<file path="src/rtl/tqvp_hx2003_pulse_pkg.sv">
// Shared types and constants for the pulse-transmitter program sequencer.
// Contents: FSM state enum, irq_mode bit positions, symbol encodings and the
// phase-dispatch helper used when a new symbol becomes current.
package tqvp_hx2003_pulse_pkg;

  typedef enum logic [2:0] {
    StIdle,
    StFetch,
    StWait,
    StHigh,
    StLow,
    StNext,
    StDone
  } seq_state_e;

  localparam int unsigned IRQ_WRAP_BIT = 0;
  localparam int unsigned IRQ_DONE_BIT = 1;

  localparam logic SYM_A = 1'b0;
  localparam logic SYM_B = 1'b1;

  // First phase of a symbol: a zero duration skips that phase entirely.
  function automatic seq_state_e dispatch(input logic [7:0] dur_high, input logic [7:0] dur_low);
    if (dur_high != 8'd0) return StHigh;
    if (dur_low != 8'd0) return StLow;
    return StNext;
  endfunction

endpackage

</file>
<file path="src/rtl/tqvp_hx2003_phase_counter.sv">
// 8-bit phase duration counter.
// Ports:
//   clk_i       clock
//   rst_i       synchronous active-high reset
//   load_i      load load_val_i (has priority over tick_i)
//   load_val_i  phase length in ticks
//   tick_i      decrement strobe (already qualified by the caller)
//   expire_o    combinational: this tick is the last one of the phase
module tqvp_hx2003_phase_counter (
  input  logic       clk_i,
  input  logic       rst_i,
  input  logic       load_i,
  input  logic [7:0] load_val_i,
  input  logic       tick_i,
  output logic       expire_o
);

  logic [7:0] cnt_q, cnt_d;

  always_comb begin
    cnt_d = cnt_q;
    if (load_i) begin
      cnt_d = load_val_i;
    end else if (tick_i && (cnt_q != 8'd0)) begin
      cnt_d = cnt_q - 8'd1;
    end
  end

  always_ff @(posedge clk_i) begin
    if (rst_i) begin
      cnt_q <= 8'd0;
    end else begin
      cnt_q <= cnt_d;
    end
  end

  assign expire_o = tick_i && (cnt_q == 8'd1);

endmodule

</file>
<file path="src/rtl/tqvp_hx2003_pulse_sequencer.sv">
// Program sequencer for the pulse transmitter. Walks a 1-bit-per-symbol program
// held in 32-bit data memory words and plays HIGH/LOW phases timed in prescaler ticks.
// Optional feature macro: PULSE_SEQ_CARRIER_EN (adds carrier_in, gates HIGH with it).
// Ports:
//   clk, rst (sync, active-high)
//   start, loop, irq_mode[1:0]       control (sampled live)
//   prog_start, prog_end [PC_W]       program symbol range (may wrap through 0)
//   dur_{high,low}_{a,b} [8]          phase lengths per symbol value
//   tick                              prescaler strobe
//   mem_rd_en, mem_rd_addr, mem_rd_data  word read port (data valid one cycle later)
//   carrier_in                        carrier (only with PULSE_SEQ_CARRIER_EN)
//   pulse_out, busy, pc_out, irq      status / output
module tqvp_hx2003_pulse_sequencer
  import tqvp_hx2003_pulse_pkg::*;
#(
  parameter int unsigned PC_W = 7,
  localparam int unsigned MA_W = PC_W - 5
) (
  input  logic            clk,
  input  logic            rst,
  input  logic            start,
  input  logic            loop,
  input  logic [1:0]      irq_mode,
  input  logic [PC_W-1:0] prog_start,
  input  logic [PC_W-1:0] prog_end,
  input  logic [7:0]      dur_high_a,
  input  logic [7:0]      dur_high_b,
  input  logic [7:0]      dur_low_a,
  input  logic [7:0]      dur_low_b,
  input  logic            tick,
  output logic            mem_rd_en,
  output logic [MA_W-1:0] mem_rd_addr,
  input  logic [31:0]     mem_rd_data,
`ifdef PULSE_SEQ_CARRIER_EN
  input  logic            carrier_in,
`endif
  output logic            pulse_out,
  output logic            busy,
  output logic [PC_W-1:0] pc_out,
  output logic            irq
);

  seq_state_e      state_q, state_d;
  logic [PC_W-1:0] pc_q, pc_d, pc_inc;
  logic [31:0]     word_q, word_d;
  logic            pulse_q, irq_q, irq_d;
  logic            sym;
  logic            cnt_load, cnt_tick, cnt_expire;
  logic [7:0]      cnt_load_val;

  function automatic logic [7:0] pick(input logic s, input logic [7:0] a, input logic [7:0] b);
    return (s == SYM_B) ? b : a;
  endfunction

  always_comb begin
    state_d      = state_q;
    pc_d         = pc_q;
    word_d       = word_q;
    irq_d        = 1'b0;
    pc_inc       = pc_q + PC_W'(1);
    sym          = word_q[pc_q[4:0]];
    cnt_load     = 1'b0;
    cnt_load_val = 8'd0;

    unique case (state_q)
      StIdle: begin
        if (start) begin
          pc_d    = prog_start;
          state_d = StFetch;
        end
      end
      StFetch: state_d = StWait;
      StWait: begin
        word_d  = mem_rd_data;
        sym     = mem_rd_data[pc_q[4:0]];
        state_d = dispatch(pick(sym, dur_high_a, dur_high_b), pick(sym, dur_low_a, dur_low_b));
      end
      StHigh: begin
        if (cnt_expire) begin
          state_d = (pick(sym, dur_low_a, dur_low_b) != 8'd0) ? StLow : StNext;
        end
      end
      StLow: begin
        if (cnt_expire) state_d = StNext;
      end
      StNext: begin
        if (pc_q == prog_end) begin
          if (loop) begin
            pc_d    = prog_start;
            irq_d   = irq_mode[IRQ_WRAP_BIT];
            state_d = StFetch;
          end else begin
            irq_d   = irq_mode[IRQ_DONE_BIT];
            state_d = StDone;
          end
        end else begin
          pc_d = pc_inc;
          if (pc_inc[PC_W-1:5] != pc_q[PC_W-1:5]) begin
            state_d = StFetch;
          end else begin
            // Next symbol lives in the cached word; no memory round trip.
            sym     = word_q[pc_inc[4:0]];
            state_d = dispatch(pick(sym, dur_high_a, dur_high_b),
                               pick(sym, dur_low_a, dur_low_b));
          end
        end
      end
      StDone: state_d = StDone;
      default: state_d = StIdle;
    endcase

    // Dropping start overrides everything, including a pending wrap irq.
    if (!start) begin
      state_d = StIdle;
      pc_d    = pc_q;
      irq_d   = 1'b0;
    end

    // Counter is (re)loaded only when a phase is entered.
    if ((state_d == StHigh) && (state_q != StHigh)) begin
      cnt_load     = 1'b1;
      cnt_load_val = pick(sym, dur_high_a, dur_high_b);
    end else if ((state_d == StLow) && (state_q != StLow)) begin
      cnt_load     = 1'b1;
      cnt_load_val = pick(sym, dur_low_a, dur_low_b);
    end
  end

  assign cnt_tick = tick && ((state_q == StHigh) || (state_q == StLow));

  tqvp_hx2003_phase_counter u_phase_counter (
    .clk_i      (clk),
    .rst_i      (rst),
    .load_i     (cnt_load),
    .load_val_i (cnt_load_val),
    .tick_i     (cnt_tick),
    .expire_o   (cnt_expire)
  );

  always_ff @(posedge clk) begin
    if (rst) begin
      state_q <= StIdle;
      pc_q    <= '0;
      word_q  <= 32'd0;
      pulse_q <= 1'b0;
      irq_q   <= 1'b0;
    end else begin
      state_q <= state_d;
      pc_q    <= pc_d;
      word_q  <= word_d;
      pulse_q <= (state_d == StHigh);
      irq_q   <= irq_d;
    end
  end

  assign mem_rd_en   = (state_q == StFetch);
  assign mem_rd_addr = pc_q[PC_W-1:5];
  assign busy        = (state_q != StIdle) && (state_q != StDone);
  assign pc_out      = pc_q;
  assign irq         = irq_q;

`ifdef PULSE_SEQ_CARRIER_EN
  assign pulse_out = pulse_q & carrier_in;
`else
  assign pulse_out = pulse_q;
`endif

endmodule

</file>
<file path="config.mk">
export PLATFORM = sky130hd
export DESIGN_NAME = tqvp_hx2003_pulse_sequencer
export DESIGN_NICKNAME = d
export VERILOG_FILES = /design/src/rtl/tqvp_hx2003_pulse_pkg.sv /design/src/rtl/tqvp_hx2003_phase_counter.sv /design/src/rtl/tqvp_hx2003_pulse_sequencer.sv
export SDC_FILE = /design/constraint.sdc
export NUM_CORES = 1
export LEC_CHECK = 0
export ABC_AREA = 1
export CAP_MARGIN = 20
export CORE_MARGIN = 5
export CORE_UTILIZATION = 56
export DETAILED_ROUTE_END_ITERATION = 8
export HOLD_SLACK_MARGIN = 0.03
export PLACE_DENSITY = 0.87
export SLEW_MARGIN = 20
export SYNTH_ARGS = -nofsm -noshare
export SYNTH_HDL_FRONTEND = slang
export SYNTH_SLANG_ARGS = --single-unit
</file>
<file path="constraint.sdc">
create_clock -name clk -period 4.11 [get_ports clk]
set_input_delay 0.411 -clock clk [delete_from_list [all_inputs] [get_ports clk]]
set_output_delay 0.411 -clock clk [all_outputs]
set_load 0.02 [all_outputs]
</file>
* After elaboration in Yosys (flattened, before gate mapping)
Index checks and enable logic that the tools add are counted.
Word-level totals: register bits after elaboration 52, bits in latches 0, bits in writable memories 0, memory bits (read-only) 0, bits of input ports 85, output and inout bits 13, word-level logic and storage cells 103, memories kept 0
Operators by class: $add $sub $neg 2, multiply operators 0, divide/modulo/power cells 0, order comparisons 2, eq/ne operators 15, shift operators 0, multiplexer cells 56, bitwise gates (word level) 3, reductions and logical operators 19
Operators with widths (number):
- 8-bit 2-to-1 mux | 11
- 8-bit nonzero test | 6
- 3-bit 2-to-1 mux | 14
- 1-bit 2-to-1 mux | 23
- 3-bit case mux with 7 select lines | 1
- 1-bit binary-select mux with 5-bit select | 3
- 7-bit 2-to-1 mux | 2
- 7-bit case mux with 2 select lines | 1
- 3-bit == test, second input constant | 4
- 5-bit by 6-bit < comparator with 1-bit output, second input constant | 2
- 3-bit by 2-bit == test with 1-bit output, second input constant | 3
- 3-bit inequality test, second input constant | 3
- 8-bit by 1-bit == test with 1-bit output, second input constant | 1
- 8-bit by 1-bit subtractor with 8-bit output, second input constant | 1
- 7-bit by 1-bit adder with 7-bit output, second input constant | 1
- 7-bit == test | 1
- 1-bit logical AND | 6
- 2-bit nonzero test | 2
- 4-bit OR reduction | 1
- 3-bit by 1-bit == test with 1-bit output, second input constant | 1
- 3-bit logical NOT | 1
- 3-bit by 2-bit inequality test with 1-bit output, second input constant | 1
- 1-bit NOT | 3
- 3-bit AND reduction | 1
- other kinds (4) | 4

* Logic depth before layout (Yosys ltp)
depth after elaboration 24, mapped depth 23, depth with buffers taken out 20

* Cells and area by module
A second synthesis with hierarchy kept.
Unflattened totals: cell total of the unflattened synthesis 723, area total of the unflattened synthesis 4246.6 um^2
Modules (own cells, without submodules):
- tqvp_hx2003_pulse_sequencer | times used 1, cells an instance 618, area an instance 3595.9 um^2, seq. area each 880.8 um^2
- tqvp_hx2003_phase_counter | times used 1, cells an instance 105, area an instance 650.6 um^2, seq. area each 160.2 um^2

* Worst setup path after synthesis
Ideal clock, no wire load.
kind reg-to-reg, from register pc_q[1], in the netlist pc_out[1], to register u_phase_counter.cnt_q[3], setup time 0.111 ns, data arrival time 2.446 ns, data required time 3.999 ns, path slack 1.553 ns, cell stages (with the launch flop) 20, buffers on the path 2, clock period less this slack 2.557 ns, path through dfxtp_1 > ha_1 > buf_2 > inv_1 > nand3_1 > nand3_1 > nand3_1 > nand3_2 > nand2_2 > nand2_1 > nand3_1 > nand2_1 > nand2_1 > a21oi_1 > nand3_2 > buf_6 > nand3_1 > nand2_1 > nor2_1 > nor2_1
Between the ends: cells in the longest elaborated chain, start to end 21, elaborated cells on any way between the ends 60, those cells by class add/sub: 1; eq/ne: 4; mux: 47; reduce/logical: 8
RTL lines:
- start, declared | RTL line tqvp_hx2003_pulse_sequencer.sv:44 | logic [PC_W-1:0] pc_q, pc_d, pc_inc;
- start signal, assigned | RTL line tqvp_hx2003_pulse_sequencer.sv:149 | pc_q <= pc_d;
- 7-bit by 1-bit adder with 7-bit output | RTL line tqvp_hx2003_pulse_sequencer.sv:60 | pc_inc = pc_q + PC_W'(1);
- 1-bit binary-select mux with 5-bit select | RTL line tqvp_hx2003_pulse_sequencer.sv:102 | sym = word_q[pc_inc[4:0]];
- 1-bit 2-to-1 mux (implied by the code) | RTL line tqvp_hx2003_pulse_sequencer.sv:102
- 8-bit 2-to-1 mux | RTL line tqvp_hx2003_pulse_sequencer.sv:52 | return (s == SYM_B) ? b : a;
- 8-bit nonzero test | RTL line tqvp_hx2003_pulse_pkg.sv:25 | if (dur_low != 8'd0) return StLow;
- 1-bit 2-to-1 mux (2 in series) | RTL line tqvp_hx2003_pulse_pkg.sv:25
- 1-bit 2-to-1 mux | RTL line tqvp_hx2003_pulse_sequencer.sv:98 | if (pc_inc[PC_W-1:5] != pc_q[PC_W-1:5]) begin
- 1-bit 2-to-1 mux | RTL line tqvp_hx2003_pulse_sequencer.sv:87 | if (pc_q == prog_end) begin
- [... 4 more ...]
- 3-bit 2-to-1 mux | RTL line tqvp_hx2003_pulse_sequencer.sv:87
- 3-bit case mux with 7 select lines | RTL line tqvp_hx2003_pulse_sequencer.sv:65 | unique case (state_q)
- 3-bit 2-to-1 mux | RTL line tqvp_hx2003_pulse_sequencer.sv:113 | if (!start) begin
- 3-bit == test | RTL line tqvp_hx2003_pulse_sequencer.sv:123 | end else if ((state_d == StLow) && (state_q != StLow)) begin
- 1-bit logical AND | RTL line tqvp_hx2003_pulse_sequencer.sv:123
- 8-bit 2-to-1 mux or 1-bit 2-to-1 mux (tied branches) | RTL line tqvp_hx2003_pulse_sequencer.sv:123
- 8-bit 2-to-1 mux or 1-bit 2-to-1 mux (tied branches) | RTL line tqvp_hx2003_pulse_sequencer.sv:120 | if ((state_d == StHigh) && (state_q != StHigh)) begin
- 8-bit 2-to-1 mux or 2-bit nonzero test (tied branches)
- end signal, assigned | RTL line tqvp_hx2003_phase_counter.sv:33 | cnt_q <= cnt_d;
- end, declared | RTL line tqvp_hx2003_phase_counter.sv:18 | logic [7:0] cnt_q, cnt_d;
Parallel ways exist; a longest one is shown, timed or not. The select of a mux whose other input is x is not followed. A chain may end at the register's enable or synchronous reset.

* Worst setup path after layout
from register pc_q[0], in the netlist pc_out[0], to register u_phase_counter.cnt_q[0]
Same word-level chain as after synthesis.

==> insert_results.sql <==
INSERT INTO impl_metrics (metric_group, metric, value, unit) VALUES
('clock_network', 'tritoncts', 'yes', ''),
('floorplan', 'fp-row-count', '32', ''),
('detailed_routing', 'top_signal_layer_used', 'met4', ''),
('synth', 'post_synth_arst_share', '0', '%'),
('placed_design', 'place.gp.congestion', '0.977', ''),
('setup_path', 'required', '4.32', 'ns'),
('power_and_ir_drop', 'vdd.ir_drop.worst', '156', 'µV'),
('placed_design', 'portBuffers', '97', ''),
('clock_network', 'clockBufferDepth', '2', ''),
('synth', 'yosys_register_bits', '52', ''),
('cells_and_area', 'instances_no_fill', '933', ''),
('synth', 'dominantRegCellSynth', 'dfxtp_1', ''),
('cells_and_area', 'final_nets', '918', ''),
('clock_network', 'clkTransAtPathRegs', '0.09', 'ns'),
('synth', 'synth_enable_flop_cells', '0', ''),
('global_route', 'grt_pass1_vias', '4944', ''),
('placed_design', 'detailedPlace.worstSlack', '1.01', 'ns'),
('detailed_routing', 'drt-pass1-iter-count', '6', ''),
('power_and_ir_drop', 'p_leak', '0.00245', 'µW'),
('cells_and_area', 'n_antenna_cell', '0', ''),
('clock_network', 'clock_network_latency_to_the_later_pin_of_the_worst_skew_pair', '0.32', 'ns'),
('synth', 'synthMostInstantiatedCell', 'nand2_1', ''),
('sta', 'fin_hold_ws', '0.477', 'ns'),
('synth', 'share_of_the_yosys_chip_area_belonging_to_registers', '23.2', '%'),
('setup_path', 'setup.worst_path.class', 'flop to flop', ''),
('clock_network', 'post_cts_resized', '0', ''),
('setup_path', 'critical_path.max_fanout', '56', ''),
('synth', 'synth_cells', '757', ''),
('clock_network', 'numCtsBuffers', '5', ''),
('status', 'run_status', 'completed', ''),
('setup_path', 'timing.critical_path.arrival', '3.44', 'ns'),
('global_route', 'track_usage', '26.7', '%'),
('sta', 'final.min_clock_period', '3.23', 'ns'),
('detailed_routing', 'dr_wl_met3', '1.30', 'mm'),
('clock_network', 'numClockSinks', '52', ''),
('floorplan', 'floorplan.die.height', '99.5', 'µm'),
('placed_design', 'place_hpwl', '10.4', 'mm'),
('detailed_routing', 'wire_per_inst', '14.5', 'µm'),
('sta', 'worst-slew-pin-transition', '0.928', 'ns'),
('cells_and_area', 'syn2layout_area_growth', '21.5', '%'),
('detailed_routing', 'via_per_inst', '5.57', ''),
('sta', 'slew-limit-headroom', '37.8', '%'),
('global_route', 'grt_pass1_wl', '22.3', 'mm'),
('synth', 'syn-mean-instance-area', '5.92', 'µm²'),
('cells_and_area', 'drive_gt1_share', '6.50', '%'),
('global_route', 'grt_start_max_net_pins', '57', ''),
('detailed_routing', 'dr_total_vias', '5201', ''),
('setup_path', 'endpoint_kind', 'flop', ''),
('global_route', 'grt_overflow', '0', ''),
('floorplan', 'top_level_ports', '98', ''),
('synth', 'syn-cell-area', '4480', 'µm²'),
('sta', 'skew', '0.0128', 'ns'),
('clock_network', 'cts_setup_buffers', '0', ''),
('floorplan', 'die-width', '99.5', 'µm'),
('detailed_routing', 'ant_nets', '0', ''),
('synth', 'synthTopCellsByCount', 'nand2_1, nand3_1, inv_1, nor2_1, dfxtp_1', ''),
('clock_network', 'cts.hold.buffers_added', '0', ''),
('sta', 'hold_viol_final', '0', ''),
('power_and_ir_drop', 'pwr_density_cell', '266', 'nW/µm²'),
('sta', 'timing.final.crit_share', '78.5', '%'),
('detailed_routing', 'route.final.wire_length', '13.5', 'mm'),
('clock_network', 'htreeDepth', '2', ''),
('synth', 'synthTopCellsByArea', 'dfxtp_1, nand2_1, nand3_1, inv_1, a21oi_1', ''),
('detailed_routing', 'met2_wirelength', '6.06', 'mm'),
('min_path', 'worstHoldPathType', 'flop to flop', ''),
('detailed_routing', 'drt_drc_violations_left', '0', ''),
('sta', 'max_freq', '310', 'MHz'),
('sta', 'grt_setup_unrepaired', 'no', ''),
('clock_network', 'cts_root_buf', 'clkbuf_8', ''),
('sta', 'worst_slack', '0.883', 'ns'),
('synth', 'synthDominantCellAreaShare', '23.2', '%');
[stage by stage]
step / area [µm²] / util [%]
2_1_floorplan: 4480 / -
3_3_place_gp: 5360 / 69.0
3_5_place_dp: 5360 / 69.0
4_1_cts: 5450 / 70.1
5_1_grt: 5450 / 70.1
6_report: 5450 / 70.1
[state kept, by name, indices dropped and copies added (netlist names)]
| signal | cells |
|---|---|
| pc_out | 7 |
| u_phase_counter.cnt_q | 8 |
| pulse_out | 1 |
| word_q | 32 |
| state_q | 3 |
| irq | 1 |
[area by class of cell]
| class | count | area [µm²] |
|---|---|---|
| tap | 102 | 128 |
| fill | 693 | 2320 |
| inverter | 98 | 374 |
| clock inverter | 3 | 18.8 |
| sequential | 52 | 1040 |
| clock buffer | 5 | 68.8 |
| multi-input combinational | 569 | 2790 |
| timing repair buffer | 104 | 1020 |
[logic make-up (layout without fill, tap and decap cells)]
logic type / count (synthesis) / in the layout / share of synthesized area [%]
compound gates: 121 / 121 / 14.3
xor+xnor: 12 / 12 / 2.51
fa+ha+maj: 3 / 3 / 0.838
buf+inv: 136 / 210 / 14.5
flops: 52 / 52 / 23.2
simple gates: 433 / 433 / 44.6
[path summary, 6_finish.rpt]
kind,from,to,cells past startpoint
hold reg to reg,word_q[2],word_q[2],2
hold / removal,word_q[2],word_q[2],2
setup / recovery,pc_out[0],u_phase_counter.cnt_q[0],18
setup reg to reg,pc_out[0],u_phase_counter.cnt_q[0],18
[per-layer routing]
metal	GRT usage, %	vias up
met2	43.4	255
li1	-	2613
met1	35.6	2303
met3	5.75	30
met4	7.35	0
met5	0	-
[where the power goes]
| group | leakage, µW | switching (µW) | internal [µW] |
|---|---|---|---|
| clock | 0.0000479 | 185 | 119 |
| sequential | 0.000424 | 22.9 | 531 |
| combinational | 0.00198 | 355 | 236 |
| total | 0.00245 | 563 | 887 |
[critical path: stages, from the launching register on]
cell	delay (ns)
dfxtp_2	0.34
buf_4	0.47
inv_4	0.28
nand2_1	0.14
nand3_1	0.12
nand2_1	0.10
nand2_1	0.05
nand3_1	0.09
nand3_1	0.16
nand3_1	0.12
nand2_1	0.07
a21oi_1	0.16
nand3_1	0.10
nor2_2	0.15
nand3_2	0.27
nand2_1	0.24
nor2_1	0.06
nor2_1	0.11
nor2_1	0.04
[placed cells by master (no fill, tap or decap), types with 3 or more instances in the layout]
cell and instances:
clkinv_2 3, a21oi_1 51, ha_1 3, nand2_2 6, or2_1 3, nor3_1 8
nand4_1 21, nand2_4 3, xnor2_1 7, nand3_1 110, nand3_2 9, nor2_1 66
clkdlybuf4s50_1 97, inv_1 88, inv_2 4, o21ai_0 44, dfxtp_1 51, xor2_1 4
buf_4 7, o21ai_1 13, nand2_1 193, clkbuf_8 5, a31oi_1 5, nor2_2 7
clkinv_1 3
Power figures use the tool's default switching activity.
